File: config.mk
export PLATFORM = sky130hd
export DESIGN_NAME = adder_tree_pipe
export DESIGN_NICKNAME = d
export VERILOG_FILES = /design/src/rtl/adder_tree_pipe.sv
export SDC_FILE = /design/constraint.sdc
export NUM_CORES = 1
export LEC_CHECK = 0
export CAP_MARGIN = 10
export CELL_PAD_IN_SITES_DETAIL_PLACEMENT = 1
export CELL_PAD_IN_SITES_GLOBAL_PLACEMENT = 2
export CORE_MARGIN = 3
export CORE_UTILIZATION = 33
export DETAILED_ROUTE_END_ITERATION = 10
export HOLD_SLACK_MARGIN = 0.15
export PLACE_DENSITY = 0.79
export SLEW_MARGIN = 20
export SYNTH_ARGS = -nofsm -noshare
export SYNTH_HDL_FRONTEND = slang
export SYNTH_SLANG_ARGS = --single-unit
export TNS_END_PERCENT = 30
File: constraint.sdc
create_clock -name clk -period 3.08 [get_ports clk]
set_clock_uncertainty 0.1 [all_clocks]
set_input_delay 0.616 -clock clk [delete_from_list [all_inputs] [get_ports clk]]
set_output_delay 0.616 -clock clk [all_outputs]
set_load 0.01 [all_outputs]
File: src/rtl/adder_tree_pipe.sv
// Pipelined binary adder tree with optional packet accumulation and saturation.
// One register per tree level plus an output stage; the whole pipe stalls together.
module adder_tree_pipe #(
    parameter int unsigned BITS     = 16,
    parameter int unsigned NUM      = 4,
    parameter bit          SIGNED   = 1'b1,
    parameter bit          SATURATE = 1'b0,
    parameter bit          ACCUM    = 1'b0
) (
    input  logic                clk,
    input  logic                reset,
    input  logic                valid,
    output logic                ready,
    input  logic                last,
    input  logic [NUM*BITS-1:0] i,
    output logic [BITS-1:0]     o,
    output logic                valid_out,
    input  logic                ready_out,
    output logic                ovf
);

    localparam int unsigned LOG = $clog2(NUM);
    localparam int unsigned SW  = BITS + LOG;
    localparam int unsigned AW  = SW + 8;

    logic adv;
    assign adv   = !(valid_out && !ready_out);
    assign ready = adv;

    function automatic logic [SW-1:0] ext_op(input logic [BITS-1:0] x);
        ext_op = SIGNED ? {{LOG{x[BITS-1]}}, x} : {{LOG{1'b0}}, x};
    endfunction

    // Heap layout: node n sums children 2n and 2n+1; indices >= NUM are the operands.
    logic [NUM-1:1][SW-1:0]     node_q;
    logic [2*NUM-1:2][SW-1:0]   tree;
    logic [LOG-1:0]             vld_q;
    logic [LOG-1:0]             lst_q;

    always_comb begin
        tree = '0;
        for (int n = 2; n < NUM; n++) begin
            tree[n] = node_q[n];
        end
        for (int k = 0; k < NUM; k++) begin
            tree[NUM+k] = ext_op(i[k*BITS +: BITS]);
        end
    end

    always_ff @(posedge clk) begin
        if (adv) begin
            for (int n = 1; n < NUM; n++) begin
                node_q[n] <= tree[2*n] + tree[2*n+1];
            end
        end
    end

    always_ff @(posedge clk) begin
        if (reset) begin
            vld_q <= '0;
            lst_q <= '0;
        end else if (adv) begin
            vld_q <= (vld_q << 1) | LOG'(valid);
            lst_q <= (lst_q << 1) | LOG'(valid && last);
        end
    end

    logic            tree_vld;
    logic            tree_lst;
    logic            emit;
    logic            in_pkt_q;
    logic            oor;
    logic [AW-1:0]   sum_ext;
    logic [AW-1:0]   acc_q;
    logic [AW-1:0]   full;
    logic [AW-1:0]   res;
    logic [BITS-1:0] sat_val;
    logic [BITS-1:0] o_d;

    always_comb begin
        tree_vld = vld_q[LOG-1];
        tree_lst = lst_q[LOG-1];
        emit     = tree_vld && (!ACCUM || tree_lst);
        sum_ext  = SIGNED ? {{8{node_q[1][SW-1]}}, node_q[1]} : {8'b0, node_q[1]};
        full     = in_pkt_q ? acc_q + sum_ext : sum_ext;
        res      = ACCUM ? full : sum_ext;
        // Out of range when the bits above the result width are not a pure extension.
        if (SIGNED) begin
            oor = !((&res[AW-1:BITS-1]) || !(|res[AW-1:BITS-1]));
        end else begin
            oor = |res[AW-1:BITS];
        end
        sat_val = SIGNED ? (res[AW-1] ? {1'b1, {(BITS-1){1'b0}}} : {1'b0, {(BITS-1){1'b1}}})
                         : {BITS{1'b1}};
        o_d     = (SATURATE && oor) ? sat_val : res[BITS-1:0];
    end

    always_ff @(posedge clk) begin
        if (reset) begin
            valid_out <= 1'b0;
            o         <= '0;
            ovf       <= 1'b0;
            acc_q     <= '0;
            in_pkt_q  <= 1'b0;
        end else if (adv) begin
            valid_out <= emit;
            if (emit) begin
                o   <= o_d;
                ovf <= oor;
            end
            if (ACCUM && tree_vld) begin
                acc_q    <= tree_lst ? '0 : full;
                in_pkt_q <= !tree_lst;
            end
        end
    end

endmodule

# Yosys cells after proc, flatten, opt, wreduce, memory -nomap -nowiden
# Cells that the tools add are included.
[totals] ff_bits=74 in_bits=69 out_inout_bits=19 wordCells=21
[op_classes] addsub=3 bitwise_logic=2 reduce_logical=9
[ops] cell="$add 16x16->17" n=2
[ops] cell="$add 18x18->18" n=1
[ops] cell="$logic_not 1->1" n=4
[ops] cell="$reduce_and 3->1" n=1
[ops] cell="$reduce_or 3->1" n=1
[ops] cell="$or 2x1->2" n=1
[ops] cell="$reduce_and 2->1" n=1
[ops] cell="$logic_and 1x1->1" n=1
[ops] cell="$logic_or 1x1->1" n=1
[ops] cell="$not 1->1" n=1

# Logic depth before layout (Yosys ltp)
[logic_depth] ltp_word=4 mapped_depth=9 depth_no_buf=9

# Least setup slack after synthesis
# Ideal clock, no wire load.
[synth_timing] kind="input -> register" startpoint="input port ready_out" endpoint="register o[10]" setup_ns=0.070 t_arrival_ns=2.750 required_ns=2.910 path_slack_ns=0.159 path_stages=7 path_buffers=2 path_cell_list="nor2b_1 > inv_1 > and2_1 > clkbuf_1 > clkbuf_1 > nand2_1 > a21oi_1"
[synth_via] elab_chain_len=4
[synth_rtl] element="from (decl)" line="18" text="input logic ready_out,"
[synth_rtl] element="$logic_not 1->1" line="27" text="assign adv = !(valid_out && !ready_out);"
[synth_rtl] element="$logic_and 1x1->1" line="27"
[synth_rtl] element="$not 1->1 (no source line)"
[synth_rtl] element="$reduce_and 2->1 (no source line)"
[synth_rtl] element="to (signal assigned)" line="101" text="o <= '0;"
[synth_rtl] element="to (signal assigned)" line="108" text="o <= o_d;"
[synth_rtl] element="to (decl)" line="16" text="output logic [BITS-1:0] o,"
# Every way passes these cells.
# A chain may end at the register's enable or synchronous reset.

# Worst setup path in the final report
[layout_timing] startpoint="input port i[32]" endpoint="register node_q[52] (netlist name) (data pin)"
[layout_via] elab_chain_len=1
[layout_rtl] element="from (decl)" line="15" text="input logic [NUM*BITS-1:0] i,"
[layout_rtl] element="$add 16x16->17" line="53" text="node_q[n] <= tree[2*n] + tree[2*n+1];"
[layout_rtl] element="to (signal, indexed assignment)" line="53"
[layout_rtl] element="to (decl)" line="35" text="logic [NUM-1:1][SW-1:0] node_q;"
# Every way passes these cells.

==> impl_results.rst <==
.. list-table::
   :header-rows: 1

   * - Metric
     - Value
   * - Core outline area
     - 12880 µm²
   * - Worst setup slack before clock tree synthesis
     - -0.08768 ns
   * - Register-to-register path setup slack
     - 0.57 ns
   * - GRT Resource Usage Total
     - 0.1448
   * - PwrDens
     - 624.1 nW/µm²
   * - Number of clock buffers inserted by TritonCTS
     - 9
   * - Total setup violations reported at the end of the flow
     - 0
   * - Sequential share of the synthesized area
     - 0.4414
   * - Largest net degree at the start of global routing
     - 31
   * - Top-area cell type share of the netlist area
     - 0.3514
   * - Launch point of the critical path
     - i[32]
   * - Type of the setup path with the least slack
     - in2reg
   * - Tmin final
     - 2.792 ns
   * - Buffers on Ports
     - 86
   * - Internal Dissipation
     - 2.578 mW
   * - DR WL met2
     - 5.007 mm
   * - Placed cell area
     - 5613 µm²
   * - Violation count after the first detailed-route iteration
     - 214
   * - Clock sink count
     - 72
   * - Max-Slew Margin vs Limit
     - 0.5434
   * - IO Pins
     - 88
   * - Root cell of the clock tree
     - sky130_fd_sc_hd__clkbuf_16
   * - Most frequent cells in the layout
     - sky130_fd_sc_hd__clkdlybuf4s50_1, sky130_fd_sc_hd__nand2_1, sky130_fd_sc_hd__a21oi_1, sky130_fd_sc_hd__edfxtp_1, sky130_fd_sc_hd__ha_1
   * - Post-route antenna net violation count
     - 0
   * - Number of failing hold endpoints at the final stage
     - 0
   * - Net switching fraction of the power
     - 0.3010
   * - Cell leakage power
     - 2.351 nW
   * - Most common cell after layout, fill and taps aside
     - sky130_fd_sc_hd__clkdlybuf4s50_1
   * - Total gr overflow
     - 0
   * - Average wire length per cell after detail routing
     - 14.29 µm
   * - Final standard cell utilization of the core
     - 0.4588
   * - Number of detailed-routing iterations run before antenna repair
     - 4
   * - Slew of the pin with the lowest slew margin
     - 0.6827 ns
   * - Highest metal layer with signal wires
     - met4
   * - Area growth from synthesis to final layout
     - 32.94%
   * - CP startpoint kind
     - primary input
   * - Area taken by multi-input logic gates
     - 2406 µm²
   * - DP Wirelength
     - 8.574 mm
   * - Worst-skew pair later-pin latency
     - 0.33 ns
   * - Overall die width
     - 122.1 µm
   * - Clock tree from TritonCTS
     - built
   * - R2R cell count
     - 9
   * - Setup TNS
     - 0 ns
   * - Setup crit end
     - node_q[52]$_DFFE_PN_
   * - Diode insertion count for antenna repair
     - 0
   * - Cell count after synthesis
     - 434
   * - Fin nets
     - 661
   * - Syn. warnings
     - 0
   * - Wire length of the first global-routing pass
     - 17.08 mm
   * - Count of different cell masters after synthesis
     - 50
   * - Mapped cell area
     - 4444 µm²
   * - Data arrival time at the worst-slack endpoint
     - 2.83 ns
   * - Library cell with the largest summed area after synthesis
     - sky130_fd_sc_hd__edfxtp_1
   * - Post-route fraction of the period consumed by the critical path
     - 0.9064
   * - Element type at the critical path end
     - flip-flop
   * - Data required, critical path
     - 3.12 ns
   * - Setup repair after global routing missed its margin
     - no
   * - Average footprint of a synthesized cell
     - 10.24 µm²
   * - Maximum fanout encountered on the critical timing path
     - 2
   * - Level count of the clock H-tree
     - 3
   * - Register cell area after layout
     - 1962 µm²
   * - Number of pins exceeding their max-slew limit in the final report
     - 0
   * - Fmax
     - 358.2 MHz
   * - Count of standard-cell rows
     - 41
   * - Routed met3 length
     - 455 µm
   * - Top area cells in the synthesized netlist
     - sky130_fd_sc_hd__edfxtp_1, sky130_fd_sc_hd__ha_1, sky130_fd_sc_hd__dfxtp_1, sky130_fd_sc_hd__a21oi_1, sky130_fd_sc_hd__xnor2_1
   * - Proportion of synthesized flip-flops having asynchronous set or reset
     - 0
   * - Number of cells upsized or downsized after cts
     - 0
   * - Worst setup margin
     - 0.2883 ns
   * - Reg-to-reg startpoint
     - node_q[18]$_DFFE_PN_
   * - CTS Hold Bufs
     - 0
   * - Share of post-route cells with drive strength above 1
     - 0.06606
   * - Flip-flop and latch count after synthesis
     - 72
   * - Number of post-CTS setup repair buffers
     - 0
   * - Clock slew at reported path FFs
     - 0.05 ns
   * - Vias after detailed routing
     - 3544
   * - Flop pwr share
     - 0.391
   * - Fraction of power consumed by the clock network
     - 0.271
   * - Outcome
     - completed
   * - Most instantiated flip-flop cell in the synthesis netlist
     - sky130_fd_sc_hd__edfxtp_1
   * - Clock Tree Buf Depth
     - 2
   * - Number of synthesized flops with an enable pin
     - 52
   * - Initial core utilization
     - 0.3452
   * - Total nets after synthesis
     - 555
   * - Power dissipated by switching net loads
     - 1.110 mW
   * - DRC errors left
     - 0
   * - Antenna violations before repair
     - 0
   * - Max VDD drop
     - 0.2769 mV
   * - Die extent in y
     - 122.1 µm
   * - Combinational share of power
     - 0.338
   * - DR vias/cell
     - 4.943
   * - Total routed wirelength
     - 10.25 mm
   * - Routed metal-1 wirelength
     - 4.613 mm
   * - Class of the worst hold path
     - reg2reg
   * - Final Instance Area
     - 5908 µm²
   * - Count of maximum capacitance violations
     - 0
   * - Number of global-route vias before repair
     - 3710
   * - Weighted congestion at the end of routability-driven global placement
     - 0.7069
   * - Die footprint
     - 14900 µm²
   * - Number of inserted filler cells in the final layout
     - 1453
   * - End of the worst register-to-register path
     - node_q[14]$_DFFE_PN_
cells in the mapped netlist (4+ instances only):
library cell,n
sky130_fd_sc_hd__a211oi_1,7
sky130_fd_sc_hd__a21o_1,15
sky130_fd_sc_hd__a21oi_1,52
sky130_fd_sc_hd__a31oi_1,6
sky130_fd_sc_hd__clkbuf_1,6
sky130_fd_sc_hd__dfxtp_1,20
sky130_fd_sc_hd__edfxtp_1,52
sky130_fd_sc_hd__ha_1,49
sky130_fd_sc_hd__inv_1,13
sky130_fd_sc_hd__nand2_1,54
sky130_fd_sc_hd__nand3_1,12
sky130_fd_sc_hd__nor2_1,27
sky130_fd_sc_hd__nor2b_1,5
sky130_fd_sc_hd__nor3_1,4
sky130_fd_sc_hd__o211ai_1,4
sky130_fd_sc_hd__o21a_1,6
sky130_fd_sc_hd__o21ai_0,17
sky130_fd_sc_hd__xnor2_1,27
sky130_fd_sc_hd__xor2_1,10
power by group through the flow:
| stage | clock [mW] | sequential [mW] | combinational (mW) |
|---|---|---|---|
| 3_3_place_gp | 0 | 1.45 | 1.21 |
| 2_1_floorplan | 0 | 1.44 | 0.871 |
| 3_5_place_dp | 0 | 1.46 | 1.25 |
| 4_1_cts | 1.02 | 1.45 | 1.26 |
| 6_report | 0.998 | 1.44 | 1.25 |
| 5_1_grt | 1.06 | 1.47 | 1.41 |
registers in the layout (all words and copies together), names as in the netlist:
| register | cells |
|---|---|
| node_q | 52 |
| o | 16 |
| ovf | 1 |
| valid_out | 1 |
| vld_q | 2 |
final cells by class:
class,instances,area share
clock buffer,14,0.04828
clock inverter,2,0.001694
inverter,13,0.008259
multi-input combinational,342,0.4072
sequential,72,0.3321
tap,172,0.03643
timing repair buffer,102,0.1660
metal layers:
layer / GRT usage / vias up
met4: 0.05528 / 0
met2: 0.2576 / 79
met3: 0.02786 / 13
met5: 0 / -
met1: 0.1724 / 1627
li1: - / 1825
critical path, stage by stage:
cell and delay (ns):
sky130_fd_sc_hd__clkdlybuf4s50_1 0.41, sky130_fd_sc_hd__ha_1 0.23, sky130_fd_sc_hd__fa_1 0.41, sky130_fd_sc_hd__a21o_1 0.21
sky130_fd_sc_hd__nand3_1 0.12, sky130_fd_sc_hd__a211oi_1 0.10, sky130_fd_sc_hd__a21oi_1 0.26, sky130_fd_sc_hd__o22ai_1 0.17
sky130_fd_sc_hd__a221oi_1 0.29
how the worst min path moves through the flow:
stage	cells past startpoint	end	startpoint	slack, ns
final	2	o[12]$_SDFFE_PP0P_	o[12]$_SDFFE_PP0P_	0.35
after global routing	2	o[5]$_SDFFE_PP0P_	o[5]$_SDFFE_PP0P_	0.37
after CTS	2	o[15]$_SDFFE_PP0P_	o[15]$_SDFFE_PP0P_	0.36
after detailed placement	2	o[12]$_SDFFE_PP0P_	o[12]$_SDFFE_PP0P_	0.35
after global placement	2	vld_q[0]$_SDFFE_PP0N_	vld_q[0]$_SDFFE_PP0N_	0.34
after floorplan	2	vld_q[0]$_SDFFE_PP0N_	vld_q[0]$_SDFFE_PP0N_	0.33
per-stage QoR:
stage          instances  power, mW  hold WS (ns)
2_1_floorplan        434      2.308        0.3321
3_3_place_gp         701      2.658        0.3389
3_5_place_dp         701      2.719        0.3498
4_1_cts              717      3.731        0.3570
5_1_grt              717      3.948        0.3725
6_report             717      3.688        0.3539
cells by family (layout without fill, tap and decap cells):
family                   Yosys count  count (layout)  share of synthesized area
adder cells (fa/ha/maj)           52              52                     0.1515
AND/OR/NAND/NOR                  120             120                     0.1239
XOR/XNOR                          37              37                    0.07292
multiplexers                       2               2                   0.004505
flip-flops                        72              72                     0.4414
AO/OA/AOI/OAI                    131             131                     0.1886
buffers and inverters             20             131                    0.01717
(Power assumes the default switching activity.)
